<file path="src/rtl/pixel_dispatcher_if.sv">
`default_nettype none
// ==========================================================================
// pixel_dispatcher_if : depth-calculator request/response + pixel stream
// Revision 1.0
// ==========================================================================
interface pixel_dispatcher_if #(
  parameter int WORD_LENGTH = 32
);
  logic                          calc_start;
  logic [10:0]                   calc_x;
  logic [10:0]                   calc_y;
  logic signed [WORD_LENGTH-1:0] calc_re_c;
  logic signed [WORD_LENGTH-1:0] calc_im_c;
  logic                          calc_done;
  logic [10:0]                   calc_depth;
  logic [10:0]                   m_data;
  logic                          m_valid;
  logic                          m_ready;
  logic                          m_sof;
  logic                          m_eol;

  modport master (
    output calc_start, calc_x, calc_y, calc_re_c, calc_im_c,
    input  calc_done, calc_depth,
    output m_data, m_valid, m_sof, m_eol,
    input  m_ready
  );

  modport slave (
    input  calc_start, calc_x, calc_y, calc_re_c, calc_im_c,
    output calc_done, calc_depth,
    input  m_data, m_valid, m_sof, m_eol,
    output m_ready
  );
endinterface
`default_nettype wire

</file>
<file path="src/rtl/pixel_dispatcher.sv">
`default_nettype none
// ==========================================================================
// pixel_dispatcher : raster-scans a frame, launches one depth calc per pixel
// Revision 1.0
// ==========================================================================
module pixel_dispatcher #(
  parameter int WORD_LENGTH = 32,
  parameter int FRAC        = 28,
  parameter int H_RES       = 640,
  parameter int V_RES       = 480
) (
  input  logic                          sysclk,
  input  logic                          reset,
  input  logic                          frame_go,
  input  logic signed [WORD_LENGTH-1:0] re_origin,
  input  logic signed [WORD_LENGTH-1:0] im_origin,
  input  logic signed [WORD_LENGTH-1:0] step,
  output logic                          busy,
  output logic                          frame_done,
  pixel_dispatcher_if.master            bus
);

  if (FRAC >= WORD_LENGTH) begin : g_frac_check
    $error("pixel_dispatcher: FRAC must be smaller than WORD_LENGTH");
  end

  if (H_RES < 1 || H_RES > 2047 || V_RES < 1 || V_RES > 2047) begin : g_res_check
    $error("pixel_dispatcher: H_RES and V_RES must lie in 1..2047");
  end

  localparam logic [10:0] X_LAST = 11'(H_RES - 1);
  localparam logic [10:0] Y_LAST = 11'(V_RES - 1);

  typedef enum logic [1:0] {
    S_IDLE      = 2'd0,
    S_LAUNCH    = 2'd1,
    S_WAIT_DONE = 2'd2,
    S_OUTPUT    = 2'd3
  } state_t;

  state_t                        state_q,  state_d;
  logic [10:0]                   x_q,      x_d;
  logic [10:0]                   y_q,      y_d;
  logic signed [WORD_LENGTH-1:0] re_q,     re_d;
  logic signed [WORD_LENGTH-1:0] im_q,     im_d;
  logic signed [WORD_LENGTH-1:0] re_org_q, re_org_d;
  logic signed [WORD_LENGTH-1:0] step_q,   step_d;
  logic                          start_q,  start_d;
  logic [10:0]                   data_q,   data_d;
  logic                          valid_q,  valid_d;
  logic                          sof_q,    sof_d;
  logic                          eol_q,    eol_d;
  logic                          busy_q,   busy_d;
  logic                          done_q,   done_d;

  always_ff @(posedge sysclk) begin
    if (reset) begin
      state_q  <= S_IDLE;
      x_q      <= '0;
      y_q      <= '0;
      re_q     <= '0;
      im_q     <= '0;
      re_org_q <= '0;
      step_q   <= '0;
      start_q  <= 1'b0;
      data_q   <= '0;
      valid_q  <= 1'b0;
      sof_q    <= 1'b0;
      eol_q    <= 1'b0;
      busy_q   <= 1'b0;
      done_q   <= 1'b0;
    end else begin
      state_q  <= state_d;
      x_q      <= x_d;
      y_q      <= y_d;
      re_q     <= re_d;
      im_q     <= im_d;
      re_org_q <= re_org_d;
      step_q   <= step_d;
      start_q  <= start_d;
      data_q   <= data_d;
      valid_q  <= valid_d;
      sof_q    <= sof_d;
      eol_q    <= eol_d;
      busy_q   <= busy_d;
      done_q   <= done_d;
    end
  end

  always_comb begin
    state_d  = state_q;
    x_d      = x_q;
    y_d      = y_q;
    re_d     = re_q;
    im_d     = im_q;
    re_org_d = re_org_q;
    step_d   = step_q;
    start_d  = 1'b0;
    data_d   = data_q;
    valid_d  = valid_q;
    sof_d    = sof_q;
    eol_d    = eol_q;
    busy_d   = busy_q;
    done_d   = 1'b0;

    case (state_q)
      S_IDLE: begin
        if (frame_go) begin
          re_org_d = re_origin;
          step_d   = step;
          x_d      = '0;
          y_d      = '0;
          re_d     = re_origin;
          im_d     = im_origin;
          start_d  = 1'b1;
          busy_d   = 1'b1;
          state_d  = S_LAUNCH;
        end
      end

      S_LAUNCH: begin
        state_d = S_WAIT_DONE;
      end

      S_WAIT_DONE: begin
        if (bus.calc_done) begin
          data_d  = bus.calc_depth;
          valid_d = 1'b1;
          sof_d   = (x_q == '0) && (y_q == '0);
          eol_d   = (x_q == X_LAST);
          state_d = S_OUTPUT;
        end
      end

      S_OUTPUT: begin
        if (valid_q && bus.m_ready) begin
          valid_d = 1'b0;
          sof_d   = 1'b0;
          eol_d   = 1'b0;
          if ((x_q == X_LAST) && (y_q == Y_LAST)) begin
            done_d  = 1'b1;
            busy_d  = 1'b0;
            state_d = S_IDLE;
          end else begin
            start_d = 1'b1;
            state_d = S_LAUNCH;
            // Imaginary axis runs screen-down, so each new line subtracts one step.
            if (x_q == X_LAST) begin
              x_d  = '0;
              y_d  = y_q + 11'd1;
              re_d = re_org_q;
              im_d = im_q - step_q;
            end else begin
              x_d  = x_q + 11'd1;
              re_d = re_q + step_q;
            end
          end
        end
      end

      default: begin
        state_d = S_IDLE;
      end
    endcase
  end

  assign bus.calc_start = start_q;
  assign bus.calc_x     = x_q;
  assign bus.calc_y     = y_q;
  assign bus.calc_re_c  = re_q;
  assign bus.calc_im_c  = im_q;
  assign bus.m_data     = data_q;
  assign bus.m_valid    = valid_q;
  assign bus.m_sof      = sof_q;
  assign bus.m_eol      = eol_q;
  assign busy           = busy_q;
  assign frame_done     = done_q;

endmodule
`default_nettype wire

</file>
<file path="src/flat_wrapper.sv">
// flat-port wrapper written by rule: the top's interface ports become plain ports
module pixel_dispatcher_flat 
#(
  parameter int WORD_LENGTH = 32,
  parameter int FRAC        = 28,
  parameter int H_RES       = 640,
  parameter int V_RES       = 480
)
  (sysclk, reset, frame_go, re_origin, im_origin, step, busy, frame_done, bus_calc_start, bus_calc_x, bus_calc_y, bus_calc_re_c, bus_calc_im_c, bus_calc_done, bus_calc_depth, bus_m_data, bus_m_valid, bus_m_sof, bus_m_eol, bus_m_ready);
  pixel_dispatcher_if #(.WORD_LENGTH(WORD_LENGTH)) bus_i ();
  input  logic sysclk;
  input  logic reset;
  input  logic frame_go;
  input  logic signed [WORD_LENGTH-1:0] re_origin;
  input  logic signed [WORD_LENGTH-1:0] im_origin;
  input  logic signed [WORD_LENGTH-1:0] step;
  output logic busy;
  output logic frame_done;
  output wire logic [$bits(bus_i.calc_start)-1:0] bus_calc_start;
  output wire logic [$bits(bus_i.calc_x)-1:0] bus_calc_x;
  output wire logic [$bits(bus_i.calc_y)-1:0] bus_calc_y;
  output wire logic [$bits(bus_i.calc_re_c)-1:0] bus_calc_re_c;
  output wire logic [$bits(bus_i.calc_im_c)-1:0] bus_calc_im_c;
  input wire logic [$bits(bus_i.calc_done)-1:0] bus_calc_done;
  input wire logic [$bits(bus_i.calc_depth)-1:0] bus_calc_depth;
  output wire logic [$bits(bus_i.m_data)-1:0] bus_m_data;
  output wire logic [$bits(bus_i.m_valid)-1:0] bus_m_valid;
  output wire logic [$bits(bus_i.m_sof)-1:0] bus_m_sof;
  output wire logic [$bits(bus_i.m_eol)-1:0] bus_m_eol;
  input wire logic [$bits(bus_i.m_ready)-1:0] bus_m_ready;
  assign bus_calc_start = bus_i.calc_start;
  assign bus_calc_x = bus_i.calc_x;
  assign bus_calc_y = bus_i.calc_y;
  assign bus_calc_re_c = bus_i.calc_re_c;
  assign bus_calc_im_c = bus_i.calc_im_c;
  assign bus_i.calc_done = bus_calc_done;
  assign bus_i.calc_depth = bus_calc_depth;
  assign bus_m_data = bus_i.m_data;
  assign bus_m_valid = bus_i.m_valid;
  assign bus_m_sof = bus_i.m_sof;
  assign bus_m_eol = bus_i.m_eol;
  assign bus_i.m_ready = bus_m_ready;
  pixel_dispatcher #(.WORD_LENGTH(WORD_LENGTH), .FRAC(FRAC), .H_RES(H_RES), .V_RES(V_RES)) u_core (.sysclk(sysclk), .reset(reset), .frame_go(frame_go), .re_origin(re_origin), .im_origin(im_origin), .step(step), .busy(busy), .frame_done(frame_done), .bus(bus_i));
endmodule
</file>
<file path="config.mk">
export PLATFORM = sky130hd
export DESIGN_NAME = pixel_dispatcher_flat
export DESIGN_NICKNAME = d
export VERILOG_FILES = /design/src/rtl/pixel_dispatcher_if.sv /design/src/rtl/pixel_dispatcher.sv /design/src/flat_wrapper.sv
export SDC_FILE = /design/constraint.sdc
export NUM_CORES = 1
export LEC_CHECK = 0
export CORE_ASPECT_RATIO = 0.75
export CORE_UTILIZATION = 54
export CTS_BUF_LIST = sky130_fd_sc_hd__clkbuf_4 sky130_fd_sc_hd__clkbuf_8
export CTS_CLUSTER_SIZE = 10
export DETAILED_ROUTE_END_ITERATION = 16
export GPL_ROUTABILITY_DRIVEN = 0
export PLACE_DENSITY_LB_ADDON = 0.12
export SLEW_MARGIN = 20
export SYNTH_ARGS = -nofsm -noshare
export SYNTH_HDL_FRONTEND = slang
export SYNTH_SLANG_ARGS = --single-unit
</file>
<file path="constraint.sdc">
create_clock -name sysclk -period 3.85 [get_ports sysclk]
set_input_delay 0.5775 -clock sysclk [delete_from_list [all_inputs] [get_ports sysclk]]
set_output_delay 0.5775 -clock sysclk [all_outputs]
set_load 0.05 [all_outputs]
</file>
==> flow_metrics.env, run 1 <==
export IMPL_peakVddDrop_mv=0.3951
export IMPL_synth_edff_count=0
export IMPL_setup_viol=0
export IMPL_period_needed_ns=3.270
export IMPL_drc=0
export IMPL_rsz0062_at_grt="no"
export IMPL_io_pins=215
export IMPL_synthArstFlopShare_pct=0
export IMPL_cts_buffer_depth=2
export IMPL_grt_pass1_wl_mm=49.13
export IMPL_drive_above_1_share_pct=4.935
export IMPL_placed_cells=1755
export IMPL_grt_ovfl_total=0
export IMPL_coreArea_sq_um=18720
export IMPL_worstMarginPinSlew_ns=0.8070
export IMPL_p_per_area_nw_per_um2=821.6
export IMPL_antenna_found_initial=0
export IMPL_cts_buffers=17
export IMPL_synth_cells=1359
export IMPL_routed_wl_mm=31.29
export IMPL_clock_latency_ns=0.48
export IMPL_die_area_sq_um=19880
export IMPL_p_leak_nw=5.022
export IMPL_slew_headroom_pct=46.20
export IMPL_ant_nets=0
export IMPL_worstPathMaxFanout=4
export IMPL_final_common_cell="nand2_1"
export IMPL_min_path_type="flip-flop to flip-flop"
export IMPL_worstHoldStart="u_core.re_org_q[2]$_SDFFE_PP0P_"
export IMPL_synth_cell_type_count=71
export IMPL_die_h_um=122.4
export IMPL_crit_type="flip-flop to flip-flop"
export IMPL_postSynthAreaPerCell_sq_um=7.677
export IMPL_finalSetupTns_ns=0
export IMPL_n_antenna_cell=0
export IMPL_num_rows=43
export IMPL_drtPass1Iterations=9
export IMPL_start_kind="flip-flop"
export IMPL_nNetsFinal=1711
export IMPL_period_share_pct=84.93
export IMPL_first_iter_violations=1132
export IMPL_clock_sinks=169
export IMPL_portBuffers=214
export IMPL_hold_buffers=0
export IMPL_yosysTopAreaCell="dfxtp_1"
export IMPL_ys_flop_type="dfxtp_1"
export IMPL_grt_usage_pct=31.34
export IMPL_clkTransAtPathRegs_ns=0.10
export IMPL_ys_ff_latch=169
export IMPL_netlist_area_sq_um=10430
export IMPL_wl_per_cell_um=17.51
export IMPL_syn_nets=1543
export IMPL_fillerInstances=1557
export IMPL_final_max_slew_violation_count=0
export IMPL_outcome="completed"
export IMPL_hpwl_mm=23.04
export IMPL_cts_tree="yes"
export IMPL_cts_max_level=4
export IMPL_fin_skew_ns=0.01878
export IMPL_initial_utilization_pct=55.72
export IMPL_post_cts_buffers=0
export IMPL_cap_violations=0
export IMPL_via_per_inst=5.914
export IMPL_root_buffer="clkbuf_8"
export IMPL_ys_seq_area_share_pct=32.43
export IMPL_cts_resized=0
export IMPL_stdcell_count=1787
export IMPL_grt_max_degree=73
export IMPL_worstReg2RegStart="u_core.bus.calc_im_c[0]$_SDFFE_PP0P_"
export IMPL_fmax_ghz=0.3058
export IMPL_yosysWarnings=0
export IMPL_syn_to_final_growth_pct=25.37
export IMPL_endpoint_kind="flip-flop"
export IMPL_die_w_um=162.5
export IMPL_layout_common_cells="256 x nand2_1, 213 x clkdlybuf4s50_1, 169 x dfxtp_1"
export IMPL_finalHoldViolations=0
export IMPL_arrival_ns=3.65
export IMPL_vias=10569
export IMPL_startpoint="u_core.bus.calc_im_c[0]$_SDFFE_PP0P_"
export IMPL_grt_pass1_vias=9396
export IMPL_synth_area_leaders="dfxtp_1 32%, nand2_1 9.2%, ha_1 8.4%, a21oi_1 7.6%, nor2_1 3.7%"
export IMPL_worstPathRequired_ns=4.23
export IMPL_yosysTopAreaCellShare_pct=32.43
==> worst paths after layout <==
path,to,slack [ns],cells after the start
setup reg to reg,u_core.bus.calc_im_c[26]$_SDFFE_PP0P_,0.58,12
hold / removal,u_core.re_org_q[2]$_SDFFE_PP0P_,0.46,2
hold reg to reg,u_core.re_org_q[2]$_SDFFE_PP0P_,0.46,2
setup / recovery,u_core.bus.calc_im_c[26]$_SDFFE_PP0P_,0.58,12
==> cells in the mapped netlist (8+ instances only) <==
master and instances:
nand3_1 22, o211ai_1 34, and2_1 8, nor2_1 104, a311oi_1 10, nor3_1 28, buf_2 8, nand2_1 257
dfxtp_1 169, nand4_1 18, a21o_1 35, o21ai_0 40, a31oi_1 8, a211oi_1 33, a21oi_1 159, xnor2_1 28
nor2b_1 17, buf_1 13, ha_1 70, inv_1 51, xor2_1 30, clkbuf_1 60, mux2i_1 28
==> power breakdown <==
group	switching, mW	internal (mW)
Sequential	0.424	2.19
Combinational	4.37	2.54
Clock	0.727	0.488
Total	5.53	5.22
==> registers in the layout, indices dropped and copies added, names as in the netlist <==
signal                 count
u_core.bus.calc_x         11
u_core.bus.m_data         11
u_core.state_q             2
u_core.bus.calc_im_c      32
u_core.busy                1
u_core.bus.m_sof           1
u_core.bus.calc_re_c      32
u_core.re_org_q           32
u_core.bus.m_eol           1
u_core.bus.calc_start      1
u_core.bus.calc_y         11
u_core.bus.m_valid         1
u_core.step_q             32
u_core.frame_done          1
==> logic make-up (layout without fill, tap and decap cells) <==
family / after synthesis / after routing / synth area share (%)
and+or+nand+nor: 506 / 506 / 21.54
AOI/OAI and AO/OA: 393 / 393 / 24.74
DFF: 169 / 169 / 32.43
buffers and inverters: 132 / 313 / 4.845
adders and majority gates: 72 / 72 / 8.779
xor gates and xnor gates: 58 / 58 / 4.869
muxes: 29 / 29 / 2.794
==> metal layers <==
layer  vias to the layer above  track usage, %  wire length [um]
li1                       5151               -                 -
met1                      4908           45.43             14900
met2                       460           46.61             13250
met3                        50           6.624              2568
met4                         0           8.432               566
met5                         -               0                 0
==> area by class of cell <==
class / count / area [sq um] / area share [%]
Multi-Input combinational cell: 1058 / 6570 / 50.23
Clock buffer: 19 / 255.2 / 1.952
Clock inverter: 13 / 110.1 / 0.8419
Sequential cell: 169 / 3383 / 25.87
Inverter: 51 / 191.4 / 1.464
Tap cell: 247 / 309.0 / 2.363
Timing Repair Buffer: 230 / 2260 / 17.28
==> through the flow <==
stage	area (sq um)	worst slack, ns	utilization, %	hold WS, ns	power, mW
after floorplan	10430	0.6234	-	0.4332	7.475
final	13080	0.5804	69.85	0.4591	10.75
after detailed placement	12710	0.6571	67.90	0.4469	9.420
after CTS	13080	0.6280	69.85	0.4596	10.67
after global placement	12710	0.7650	67.90	0.4410	9.328
after global routing	13080	0.3575	69.85	0.4782	11.43
==> worst max-delay path, stage by stage (launching register included) <==
cell and delay [ns]:
dfxtp_1 0.35, inv_1 0.06, ha_1 0.22, fa_1 0.44, nor2b_1 0.21, o31ai_2 0.11, o211ai_1 0.34, a21o_1 0.29
a2111oi_2 0.14, nor3b_1 0.35, o21ai_1 0.12, mux2_1 0.32, a311oi_1 0.25
Power figures use the tool's default switching activity.
==> inputs of run 2 (changes only) <==
Clock period 3.85 ns to 3.29 ns, I/O delays scaled along.
==> run 2 against run 1 <==
Compared with the run above: total power increased by 23%; critical endpoint is now u_core.bus.calc_im_c[31]$_SDFFE_PP0P_; sequential cell count is the same; via count is 2.7% higher; critical path depth is the same; wire length increased by 3.9%; first-iteration DRC count increased by 16%; cell count up 0.62%; core utilization rose by 1.4 points; highest routed layer unchanged; clock power increased by 39%; design area increased by 2.0%; clock skew is 0.0040 ns higher.
==> flow_metrics.env, run 2 (synthesized netlist as in run 1, its figures left out) <==
export IMPL_routed_wl_mm=32.52
export IMPL_dr_wl_met2_mm=14.13
export IMPL_initial_utilization_pct=55.72
export IMPL_hpwl_mm=23.54
export IMPL_fin_skew_ns=0.02280
export IMPL_crit_chain="inv_1 -> ha_2 -> a21o_1 -> a211o_1 -> nor4_2 -> a211oi_2 -> buf_4 -> a2111oi_4 -> nor3_4 -> or4_1 -> a31oi_1 -> o32ai_1"
export IMPL_fillerInstances=1567
export IMPL_clock_latency_ns=0.48
export IMPL_met3_length_mm=3.137
export IMPL_cap_violations=0
export IMPL_slew_headroom_pct=47.29
export IMPL_peakVddDrop_mv=0.5324
export IMPL_via_per_inst=6.037
export IMPL_holdWs_ns=0.4585
export IMPL_vias=10855
export IMPL_grt_max_degree=93
export IMPL_n_antenna_cell=0
export IMPL_coreArea_sq_um=18720
export IMPL_outcome="completed"
export IMPL_worstMarginPinSlew_ns=0.7907
export IMPL_rsz0062_at_grt="yes"
export IMPL_wirelength_met1_mm=14.77
export IMPL_num_rows=43
export IMPL_cp_slowest_stage_delay_ns=0.51
export IMPL_crit_type="flip-flop to flip-flop"
export IMPL_die_area_sq_um=19880
export IMPL_finalPower_mw=13.26
export IMPL_cts_buffers=17
export IMPL_ant_nets=0
export IMPL_clkTransAtPathRegs_ns=0.10
export IMPL_critical_path_slowest_cell="a2111oi_4"
export IMPL_critPathBufInv=2
export IMPL_drtPass1Iterations=6
export IMPL_clock_sinks=169
export IMPL_portBuffers=214
export IMPL_final_common_cell="nand2_1"
export IMPL_p_leak_nw=5.142
export IMPL_cts_tree="yes"
export IMPL_drive_above_1_share_pct=6.319
export IMPL_p_per_area_nw_per_um2=994.1
export IMPL_root_buffer="clkbuf_8"
export IMPL_hold_buffers=0
export IMPL_worstPathRequired_ns=3.64
export IMPL_finalSetupTns_ns=0
export IMPL_worstPathMaxFanout=5
export IMPL_grt_pass1_wl_mm=51.53
export IMPL_nNetsFinal=1722
export IMPL_post_route_util_pct=71.24
export IMPL_first_iter_violations=1318
export IMPL_syn_to_final_growth_pct=27.86
export IMPL_setup_viol=0
export IMPL_min_path_type="flip-flop to flip-flop"
export IMPL_fmax_ghz=0.3113
export IMPL_finalHoldViolations=0
export IMPL_wl_per_cell_um=18.09
export IMPL_cts_buffer_depth=2
export IMPL_final_max_slew_violation_count=0
export IMPL_io_pins=215
export IMPL_period_share_pct=97.63
export IMPL_drc=0
export IMPL_layout_common_cells="256 x nand2_1, 213 x clkdlybuf4s50_1, 165 x dfxtp_1"
export IMPL_routed_top_layer="met4"
export IMPL_endpoint_kind="flip-flop"
export IMPL_grt_ovfl_total=0
export IMPL_period_needed_ns=3.212
export IMPL_grt_pass1_vias=9707
export IMPL_cts_max_level=4
export IMPL_die_w_um=162.5
export IMPL_grt_usage_pct=32.81
export IMPL_die_h_um=122.4
export IMPL_arrival_ns=3.56
export IMPL_cpLargestDelayFamily="compound AO/OA/AOI/OAI gates"
export IMPL_antenna_found_initial=0
export IMPL_start_kind="flip-flop"
-- run 2: worst paths after layout --
kind / cells past startpoint / slack (ns) / startpoint / to
min: 2 / 0.46 / u_core.re_org_q[6]$_SDFFE_PP0P_ / u_core.re_org_q[6]$_SDFFE_PP0P_
max reg2reg: 12 / 0.08 / u_core.step_q[12]$_SDFFE_PP0P_ / u_core.bus.calc_im_c[31]$_SDFFE_PP0P_
max: 12 / 0.08 / u_core.step_q[12]$_SDFFE_PP0P_ / u_core.bus.calc_im_c[31]$_SDFFE_PP0P_
min reg2reg: 2 / 0.46 / u_core.re_org_q[6]$_SDFFE_PP0P_ / u_core.re_org_q[6]$_SDFFE_PP0P_
-- run 2: layout make-up --
cell class	instances	area [sq um]	share of cell area, %
flip-flops and latches	169	3388	25.40
clock inverters	13	178.9	1.341
well taps	247	309.0	2.317
repair buffers	241	2380	17.84
clock buffers	19	261.5	1.960
inverters	51	191.4	1.435
multi-input cells	1058	6630	49.70
-- run 2: worst register-to-register path, cell delays in order, from the launching register on --
cell,delay [ns]
dfxtp_2,0.34
inv_1,0.07
ha_2,0.30
a21o_1,0.19
a211o_1,0.32
nor4_2,0.25
a211oi_2,0.12
buf_4,0.18
a2111oi_4,0.52
nor3_4,0.07
or4_1,0.47
a31oi_1,0.17
o32ai_1,0.10
-- run 2: metal layers --
metal,track usage [%],vias up
met2,49.97,546
li1,-,5178
met5,0,-
met3,7.840,44
met4,7.665,0
met1,46.53,5087
-- run 2: power by group --
| group | switching (mW) | internal, mW | total, mW |
|---|---|---|---|
| registers | 0.507 | 2.56 | 3.07 |
| logic | 5.31 | 3.20 | 8.51 |
| clock network | 0.865 | 0.816 | 1.68 |
| total | 6.68 | 6.58 | 13.3 |
-- run 2: stage by stage --
step                worst slack (ns)  cells  instance area, sq um
global placement              0.2002   1760                 12790
detailed placement            0.1585   1760                 12790
CTS                          0.08909   1792                 13230
finish                       0.07795   1798                 13340
floorplan                    0.06344   1359                 10430
global route                -0.04472   1798                 13340
-- run 2: what timing repair did --
item | in CTS | in global routing
setup endpoints to repair | 0 | 4
gates resized for setup | 0 | 15
setup buffers | 0 | 6
==> inputs of run 3 (changes only) <==
Settings changed: SKIP_CTS_REPAIR_TIMING from default to 1, SLEW_MARGIN 20 to default.
==> results of run 3 <==
Same layout as run 2: the final DEF is identical, and so are final timing and power.
